File: config.mk
export PLATFORM = sky130hd
export DESIGN_NAME = uart_tx_ctrl
export DESIGN_NICKNAME = d
export VERILOG_FILES = /design/src/rtl/uart_pkg.sv /design/src/rtl/uart_parity.sv /design/src/rtl/uart_tx_ctrl.sv
export SDC_FILE = /design/constraint.sdc
export NUM_CORES = 1
export LEC_CHECK = 0
export BUFFER_PORTS_ARGS = -buffer_cell sky130_fd_sc_hd__buf_2
export CORE_UTILIZATION = 59
export DETAILED_ROUTE_END_ITERATION = 10
export GPL_TIMING_DRIVEN = 0
export PLACE_DENSITY = 0.81
export SLEW_MARGIN = 0
export SYNTH_ARGS = -nofsm -noshare
export SYNTH_HDL_FRONTEND = slang
export SYNTH_SLANG_ARGS = --single-unit
File: constraint.sdc
create_clock -name clk -period 5 [get_ports clk]
set_clock_uncertainty 0.15 [all_clocks]
set_input_delay 0.75 -clock clk [delete_from_list [all_inputs] [get_ports clk]]
set_output_delay 0.75 -clock clk [all_outputs]
set_load 0.05 [all_outputs]
File: src/rtl/uart_pkg.sv
// Shared definitions for the UART transmit controller: state encoding, parity codes and
// payload width.
package uart_pkg;

  localparam int unsigned DataWidth = 8;

  localparam logic [2:0] StIdle   = 3'd0;
  localparam logic [2:0] StSync   = 3'd1;
  localparam logic [2:0] StStart  = 3'd2;
  localparam logic [2:0] StData   = 3'd3;
  localparam logic [2:0] StParity = 3'd4;
  localparam logic [2:0] StStop   = 3'd5;
  localparam logic [2:0] StGap    = 3'd6;

  localparam logic [1:0] NONE0 = 2'b00;
  localparam logic [1:0] ODD   = 2'b01;
  localparam logic [1:0] EVEN  = 2'b10;
  localparam logic [1:0] NONE3 = 2'b11;

  function automatic logic parity_enabled(logic [1:0] parity_type);
    return (parity_type == ODD) || (parity_type == EVEN);
  endfunction

endpackage

File: src/rtl/uart_parity.sv
// Combinational parity generator for one payload byte; drives 0 while reset is high or
// parity is disabled.
module uart_parity
  import uart_pkg::*;
(
  input  logic                 reset,
  input  logic [DataWidth-1:0] data_in,
  input  logic [1:0]           parity_type,
  output logic                 parity_bit
);

  logic xor_all;

  assign xor_all = ^data_in;

  always_comb begin
    parity_bit = 1'b0;
    if (!reset) begin
      case (parity_type)
        EVEN:    parity_bit = xor_all;
        ODD:     parity_bit = ~xor_all;
        default: parity_bit = 1'b0;
      endcase
    end
  end

endmodule

File: src/rtl/uart_tx_ctrl.sv
// UART frame transmitter: start bit, 8 data bits LSB first, optional parity, one or two
// stop bits and an optional idle gap, all paced by an external baud strobe.
module uart_tx_ctrl
  import uart_pkg::*;
#(
  parameter int unsigned FRAME_GAP = 0
) (
  input  logic                 clk,
  input  logic                 reset,
  input  logic                 baud_tick,
  input  logic                 tx_valid,
  output logic                 tx_ready,
  input  logic [DataWidth-1:0] data_in,
  input  logic [1:0]           parity_type,
  input  logic                 stop2,
  output logic                 tx_out,
  output logic                 busy,
  output logic                 done
);

  localparam logic [3:0] GapLast = 4'(FRAME_GAP - 1);

  logic [2:0]           state_q, state_d;
  logic [DataWidth-1:0] data_q, data_d;
  logic [1:0]           ptype_q, ptype_d;
  logic                 stop2_q, stop2_d;
  logic [2:0]           bit_idx_q, bit_idx_d;
  logic                 stop_cnt_q, stop_cnt_d;
  logic [3:0]           gap_cnt_q, gap_cnt_d;
  logic                 frame_end;
  logic                 parity_bit;

  uart_parity u_parity (
    .reset       (reset),
    .data_in     (data_q),
    .parity_type (ptype_q),
    .parity_bit  (parity_bit)
  );

  always_comb begin
    state_d    = state_q;
    data_d     = data_q;
    ptype_d    = ptype_q;
    stop2_d    = stop2_q;
    bit_idx_d  = bit_idx_q;
    stop_cnt_d = stop_cnt_q;
    gap_cnt_d  = gap_cnt_q;
    frame_end  = 1'b0;
    unique case (state_q)
      StIdle: begin
        if (tx_valid) begin
          state_d    = StSync;
          data_d     = data_in;
          ptype_d    = parity_type;
          stop2_d    = stop2;
          bit_idx_d  = 3'd0;
          stop_cnt_d = 1'b0;
          gap_cnt_d  = 4'd0;
        end
      end
      // SYNC waits for a tick boundary so the start bit spans a whole bit period.
      StSync: begin
        if (baud_tick) state_d = StStart;
      end
      StStart: begin
        if (baud_tick) begin
          state_d   = StData;
          bit_idx_d = 3'd0;
        end
      end
      StData: begin
        if (baud_tick) begin
          bit_idx_d = bit_idx_q + 3'd1;
          if (bit_idx_q == 3'd7) begin
            state_d    = parity_enabled(ptype_q) ? StParity : StStop;
            stop_cnt_d = 1'b0;
          end
        end
      end
      StParity: begin
        if (baud_tick) begin
          state_d    = StStop;
          stop_cnt_d = 1'b0;
        end
      end
      StStop: begin
        if (baud_tick) begin
          if (stop2_q && !stop_cnt_q) begin
            stop_cnt_d = 1'b1;
          end else begin
            frame_end  = 1'b1;
            stop_cnt_d = 1'b0;
            gap_cnt_d  = 4'd0;
            state_d    = (FRAME_GAP == 0) ? StIdle : StGap;
          end
        end
      end
      StGap: begin
        if (baud_tick) begin
          if (gap_cnt_q == GapLast) begin
            state_d   = StIdle;
            gap_cnt_d = 4'd0;
          end else begin
            gap_cnt_d = gap_cnt_q + 4'd1;
          end
        end
      end
      default: state_d = StIdle;
    endcase
  end

  always_ff @(posedge clk) begin
    if (reset) begin
      state_q    <= StIdle;
      data_q     <= '0;
      ptype_q    <= '0;
      stop2_q    <= 1'b0;
      bit_idx_q  <= '0;
      stop_cnt_q <= 1'b0;
      gap_cnt_q  <= '0;
    end else begin
      state_q    <= state_d;
      data_q     <= data_d;
      ptype_q    <= ptype_d;
      stop2_q    <= stop2_d;
      bit_idx_q  <= bit_idx_d;
      stop_cnt_q <= stop_cnt_d;
      gap_cnt_q  <= gap_cnt_d;
    end
  end

  always_comb begin
    tx_out = 1'b1;
    case (state_q)
      StStart:  tx_out = 1'b0;
      StData:   tx_out = data_q[bit_idx_q];
      StParity: tx_out = parity_bit;
      default:  tx_out = 1'b1;
    endcase
  end

  assign tx_ready = (state_q == StIdle);
  assign busy     = (state_q != StIdle);
  assign done     = frame_end & ~reset;

endmodule

==> flow_summary.yaml, run 1 <==
yosys:
  synth_warnings: 0
  synth.yosys.seq_area_share_pct: 35.0
  syn_nets: 181
  asyncSetResetFlopFracSynth_pct: 0
  synth-edff-count: 0
  netlist_instances: 161
  postSynthRegisterBits: 22
  syn-mean-instance-area_sq_um: 7.82
  post_synth_instance_area_sq_um: 1260
  yosys.area.top_type: "sky130_fd_sc_hd__dfxtp_1"
  yosys_most_used_dff: "sky130_fd_sc_hd__dfxtp_1"
  synth.distinct_cells: 33
  post-synth-top-area-fraction_pct: 35.0
  netlist_top_cells_area: "sky130_fd_sc_hd__dfxtp_1 (35%), sky130_fd_sc_hd__nand2_1 (9.5%), sky130_fd_sc_hd__a21oi_1 (8.7%)"
setup_path:
  critical_path_peak_fanout: 6
  crit_path_start_kind: "flip-flop"
  wp_data_arrival_ns: 2.09
  critical_path_sink_type: "primary output"
  cp_data_required_time_ns: 4.10
  worst-setup-path-type: "flip-flop to primary output"
detailed_routing:
  drt-vias-per-instance: 5.64
  dr.pass1.iters: 4
  drc_errors: 0
  drtIter0Drc: 37
  drt.antenna.violating_nets: 0
  route.vias.total: 1184
  wire_per_inst_um: 12.9
  drt_wl_total_um: 2710
timing:
  max_clock_freq_mhz: 334
  setup-tns-final_ns: 0
  period_minus_slack_ns: 2.99
  timing_max_transition_violations_final: 0
  finalSetupViolations: 0
  worst-slew-pin-transition_ns: 0.519
  rsz0062_at_grt: "false"
  worst_slew_margin_rel_pct: 65.4
  finalWorstSetupSlack_ns: 2.01
  post-route-period-util_pct: 59.8
  final-hold-violation-count: 0
cts:
  clkTransAtPathRegs_ns: 0.12
  clock-root-buffer: "sky130_fd_sc_hd__clkbuf_4"
  cts_num_sinks: 22
  cts_hold_repair.buffers: 0
  htreeDepth: 1
  post_cts_resize_count: 0
  cts_tree: "built"
  worstSkewPairLatency_ns: 0.31
  postCtsSetupRepairBufs: 0
  cts_inserted_buffers: 3
  cts-root-to-sink-buffers: 2
power:
  cellPowerDensity_nw_per_um2: 302
  leakage_nw: 0.569
  power.ir.vdd_worst_uv: 282
job:
  max_cap_viol_count: 0
grt:
  antenna_found_initial: 0
  overflow: 0
  global_route.usage.total_pct: 25.8
  pin_count_of_the_biggest_net_entering_global_routing: 13
  first_global_vias: 949
  wire_length_of_the_first_global_routing_pass_um: 4110
placement:
  gpl.final_weighted_congestion: 0.920
  dpl_worst_slack_ns: 2.37
  io_buffers: 18
  dp.final_hpwl_um: 2050
min_path:
  worstHoldPathType: "flip-flop to flip-flop"
floorplan:
  std_cell_rows: 16
  initial_core_util_pct: 63.5
  fp.dieH_um: 48.2
  die_area_sq_um: 2320
  die-width_um: 48.2
  ios: 19
  coreArea_sq_um: 1980
layout:
  fillers: 163
  final_layout_size_suffix_gt1_share_pct: 14.2
  area_delta_synth_final_pct: 12.7
  n_antenna_cell: 0
  final_net_count: 204
status:
  outcome: "completed"
## worst max-delay path, stage by stage, from the launching register on
cell                       delay [ns]
sky130_fd_sc_hd__dfxtp_1         0.51
sky130_fd_sc_hd__mux4_2          0.53
sky130_fd_sc_hd__nand2b_1        0.15
sky130_fd_sc_hd__a41oi_1         0.18
sky130_fd_sc_hd__o21a_1          0.13
sky130_fd_sc_hd__o31ai_1         0.07
sky130_fd_sc_hd__buf_2           0.21
## layer usage
layer | GRT usage, % | vias up | share of wire, %
li1 | - | 600 | -
met1 | 36.3 | 539 | 48
met2 | 40.3 | 40 | 45
met3 | 3.33 | 5 | 5.1
met4 | 10.0 | 0 | 1.7
met5 | 0 | - | 0
## Yosys cell counts (4+ instances only)
library cell	instances
sky130_fd_sc_hd__nand2_1	32
sky130_fd_sc_hd__a21oi_1	22
sky130_fd_sc_hd__dfxtp_1	22
sky130_fd_sc_hd__nor2_1	9
sky130_fd_sc_hd__clkbuf_1	7
sky130_fd_sc_hd__mux2i_1	7
sky130_fd_sc_hd__o21ai_0	7
sky130_fd_sc_hd__inv_1	6
sky130_fd_sc_hd__xnor2_1	6
sky130_fd_sc_hd__ha_1	5
sky130_fd_sc_hd__nand2b_1	4
sky130_fd_sc_hd__nand3_1	4
## layout by cell type, fill, tap and decap left out, types with 2 or more instances in the layout
master and instances:
sky130_fd_sc_hd__buf_2 18, sky130_fd_sc_hd__nor3_1 2, sky130_fd_sc_hd__a21oi_1 22, sky130_fd_sc_hd__or3_1 3, sky130_fd_sc_hd__mux2i_1 7, sky130_fd_sc_hd__nand2_1 32, sky130_fd_sc_hd__nand3_1 4, sky130_fd_sc_hd__or4_1 2
sky130_fd_sc_hd__nor2b_1 3, sky130_fd_sc_hd__xor2_1 2, sky130_fd_sc_hd__inv_1 6, sky130_fd_sc_hd__o21ai_0 7, sky130_fd_sc_hd__nor2_1 9, sky130_fd_sc_hd__and3b_1 2, sky130_fd_sc_hd__ha_1 5, sky130_fd_sc_hd__dfxtp_1 22
sky130_fd_sc_hd__clkbuf_4 3, sky130_fd_sc_hd__clkbuf_1 7, sky130_fd_sc_hd__xnor2_1 6, sky130_fd_sc_hd__and3_1 2, sky130_fd_sc_hd__nand2b_1 4
## sequential cells by signal, summed over array words and instances (netlist names)
register	flops
data_q	8
state_q	3
stop2_q	1
ptype_q	2
bit_idx_q	3
stop_cnt_q	1
gap_cnt_q	4
## cells by family (layout without fill, tap and decap cells)
group	Yosys count	after routing	synth area share, %
and+or+nand+nor	67	67	26.0
AOI/OAI and AO/OA	38	38	17.2
DFF	22	22	35.0
buffers and inverters	13	35	3.88
xor gates and xnor gates	8	8	5.57
muxes	8	8	7.36
adders and majority gates	5	5	4.97
## area by class of cell
class	count	area, sq um	share of cell area (%)
Multi-Input combinational cell	126	769	54.2
Timing Repair Buffer	18	90.1	6.35
Sequential cell	22	440	31.0
Inverter	6	22.5	1.59
Clock buffer	4	36.3	2.56
Tap cell	27	33.8	2.38
Buffer	7	26.3	1.85
## through the flow
stage / utilization [%] / total power [mW] / cell area [sq um] / instances / hold WS [ns]
after floorplan: - / 0.302 / 1260 / 161 / 0.287
after global placement: 69.8 / 0.328 / 1380 / 206 / 0.311
after detailed placement: 69.8 / 0.331 / 1380 / 206 / 0.327
after CTS: 71.6 / 0.428 / 1420 / 210 / 0.343
after global routing: 71.6 / 0.451 / 1420 / 210 / 0.369
final: 71.6 / 0.428 / 1420 / 210 / 0.342
## power breakdown
part	switching (mW)	leakage, nW	internal (mW)
Combinational	0.0801	0.369	0.0499
Clock	0.0552	0.0210	0.0445
Sequential	0.0120	0.179	0.186
## worst paths after layout
check / startpoint / slack (ns) / endpoint / cells after the start
worst min register to register: ptype_q[0]$_SDFFE_PP0P_ / 0.34 / ptype_q[0]$_SDFFE_PP0P_ / 2
worst max-delay path: bit_idx_q[0]$_SDFFE_PP0P_ / 2.01 / tx_out / 6
worst min-delay path: ptype_q[0]$_SDFFE_PP0P_ / 0.34 / ptype_q[0]$_SDFFE_PP0P_ / 2
worst max register to register: state_q[0]$_SDFFE_PP0P_ / 2.99 / state_q[1]$_SDFFE_PP0P_ / 6
Note: power is estimated with default switching activity, not from simulation.
==> inputs of run 2 (changes only) <==
CORE_UTILIZATION = 50   (was 59)
PLACE_DENSITY = 0.73   (was 0.81)
clock period = 2.4 ns   (was 5 ns; I/O delays follow)
==> run 2 against run 1 <==
Critical path depth is the same. Global-route usage fell by 1.6 points. Combinational power rose by 120%. Register-to-register slack got worse by 2.6 ns. Die area rose by 17%. Non-clock buffer count up 1. Wire length grew 3.4%. Worst setup slack worse by 2.0 ns. Worst hold slack got worse by 0.23 ns. Via count rose by 0.34%. Critical endpoint unchanged. Largest power group unchanged.
==> flow_summary.yaml, run 2 (same netlist as run 1, synthesis figures left out) <==
job:
  max_cap_viol_count: 0
timing:
  timing_max_transition_violations_final: 0
  finalSetupViolations: 0
  setup-tns-final_ns: 0
  max_clock_freq_mhz: 424
  worst_slew_margin_rel_pct: 65.5
  post-route-period-util_pct: 98.3
  rsz0062_at_grt: "true"
  final-hold-violation-count: 0
  worst-slew-pin-transition_ns: 0.518
  hold_slack_ns: 0.108
  period_minus_slack_ns: 2.36
setup_path:
  crit_path_start_kind: "flip-flop"
  critical_path_sink_type: "primary output"
  r2r_setup_slack_ns: 0.43
  critical_path.cell_chain: "mux4_2 -> nand2b_4 -> a41oi_2 -> o21a_1 -> o31ai_2 -> buf_6"
  cp_num_buf_inv: 1
  cp_slowest_cell: "sky130_fd_sc_hd__mux4_2"
  critical_path_peak_fanout: 2
  cpPeakStageDelay_ns: 0.48
  wp_data_arrival_ns: 1.85
  worst-setup-path-type: "flip-flop to primary output"
  path_delay_family: "multiplexers"
  cp_data_required_time_ns: 1.89
layout:
  layout.cells.most_common: "sky130_fd_sc_hd__nand2_1"
  final_net_count: 205
  largest_register: "data_q"
  largest_register_ff_count: 8
  most-common-layout-cells: "sky130_fd_sc_hd__nand2_1 (32), sky130_fd_sc_hd__a21oi_1 (22), sky130_fd_sc_hd__dfxtp_1 (21)"
  n_antenna_cell: 0
  top_regs: "data_q: 8 flops, gap_cnt_q: 4 flops"
  area_delta_synth_final_pct: 15.8
  final_layout_size_suffix_gt1_share_pct: 16.8
detailed_routing:
  drt.antenna.violating_nets: 0
  drc_errors: 0
  dr.pass1.iters: 4
  wire_per_inst_um: 13.2
  drt-vias-per-instance: 5.60
  drtIter0Drc: 40
  drt_wl_total_um: 2810
  route.vias.total: 1188
placement:
  gpl.final_weighted_congestion: 0.895
  dp.final_hpwl_um: 2090
  io_buffers: 18
floorplan:
  std_cell_rows: 17
  die_area_sq_um: 2720
  coreArea_sq_um: 2300
  die-width_um: 52.2
  ios: 19
  initial_core_util_pct: 54.8
  fp.dieH_um: 52.2
cts:
  cts-root-to-sink-buffers: 2
  clkTransAtPathRegs_ns: 0.13
  cts_inserted_buffers: 3
  htreeDepth: 1
  clock-root-buffer: "sky130_fd_sc_hd__clkbuf_4"
  cts_tree: "built"
  worstSkewPairLatency_ns: 0.32
  cts_num_sinks: 22
min_path:
  worstHoldPathType: "input pin to flip-flop"
grt:
  first_global_vias: 1118
  pin_count_of_the_biggest_net_entering_global_routing: 13
  global_route.usage.total_pct: 24.2
  wire_length_of_the_first_global_routing_pass_um: 4750
  overflow: 0
  antenna_found_initial: 0
power:
  cellPowerDensity_nw_per_um2: 622
  leakage_nw: 0.582
  power.ir.vdd_worst_uv: 482
  p_total_mw: 0.907
status:
  outcome: "completed"
-- run 2: cell types whose count changed in the layout (fill, tap and decap cells not counted), sizes merged --
| cell | before | now |
|---|---|---|
| buf | 18 | 19 |
-- run 2: repair_timing --
item,CTS,global route
setup buffers,1,0
resized for setup,6,0
pin swaps,1,1
hold buffers,0,0
endpoints found under the setup margin,1,1
-- run 2: path summary, 6_finish.rpt --
check / start / endpoint / depth (start not counted)
worst max-delay path: bit_idx_q[0]$_SDFFE_PP0P_ / tx_out / 6
worst min-delay path: stop2 / stop2_q$_SDFFE_PP0P_ / 3
worst max register to register: state_q[0]$_SDFFE_PP0P_ / state_q[1]$_SDFFE_PP0P_ / 6
worst min register to register: stop2_q$_SDFFE_PP0P_ / stop2_q$_SDFFE_PP0P_ / 2
-- run 2: per-layer routing --
layer	up-vias	track usage, %	part of all wire (%)
met5	-	0	0
met4	0	12.7	2.1
met3	8	4.06	6.8
met2	40	37.2	46
met1	533	32.4	45
li1	607	-	-
-- run 2: worst reg2reg max path, cell delays in order, from the launching register on --
cell and delay, ns:
sky130_fd_sc_hd__dfxtp_1 0.46, sky130_fd_sc_hd__clkbuf_1 0.37, sky130_fd_sc_hd__and3b_1 0.27, sky130_fd_sc_hd__a22oi_1 0.28, sky130_fd_sc_hd__o21ai_0 0.13, sky130_fd_sc_hd__a21oi_1 0.16
sky130_fd_sc_hd__nor2_1 0.05
-- run 2: area by class of cell --
cell class	count	area, sq um
repair buffers	19	104
fillers	215	840
plain buffers	7	26.3
inverters	6	22.5
multi-input cells	126	790
flip-flops and latches	22	444
well taps	28	35.0
clock buffers	4	36.3
-- run 2: through the flow --
| stage | cell area [sq um] | instances | worst slack (ns) | utilization, % |
|---|---|---|---|---|
| floorplan | 1260 | 161 | 0.0524 | - |
| global placement | 1390 | 207 | 0.150 | 60.5 |
| detailed placement | 1390 | 207 | 0.142 | 60.5 |
| CTS | 1460 | 212 | 0.0119 | 63.5 |
| global route | 1460 | 212 | -0.0618 | 63.5 |
| finish | 1460 | 212 | 0.0415 | 63.5 |
-- run 2: power by group --
| part | internal, mW | switching (mW) |
|---|---|---|
| Clock | 0.0927 | 0.119 |
| Sequential | 0.388 | 0.0249 |
| Combinational | 0.111 | 0.171 |
| Total | 0.591 | 0.316 |
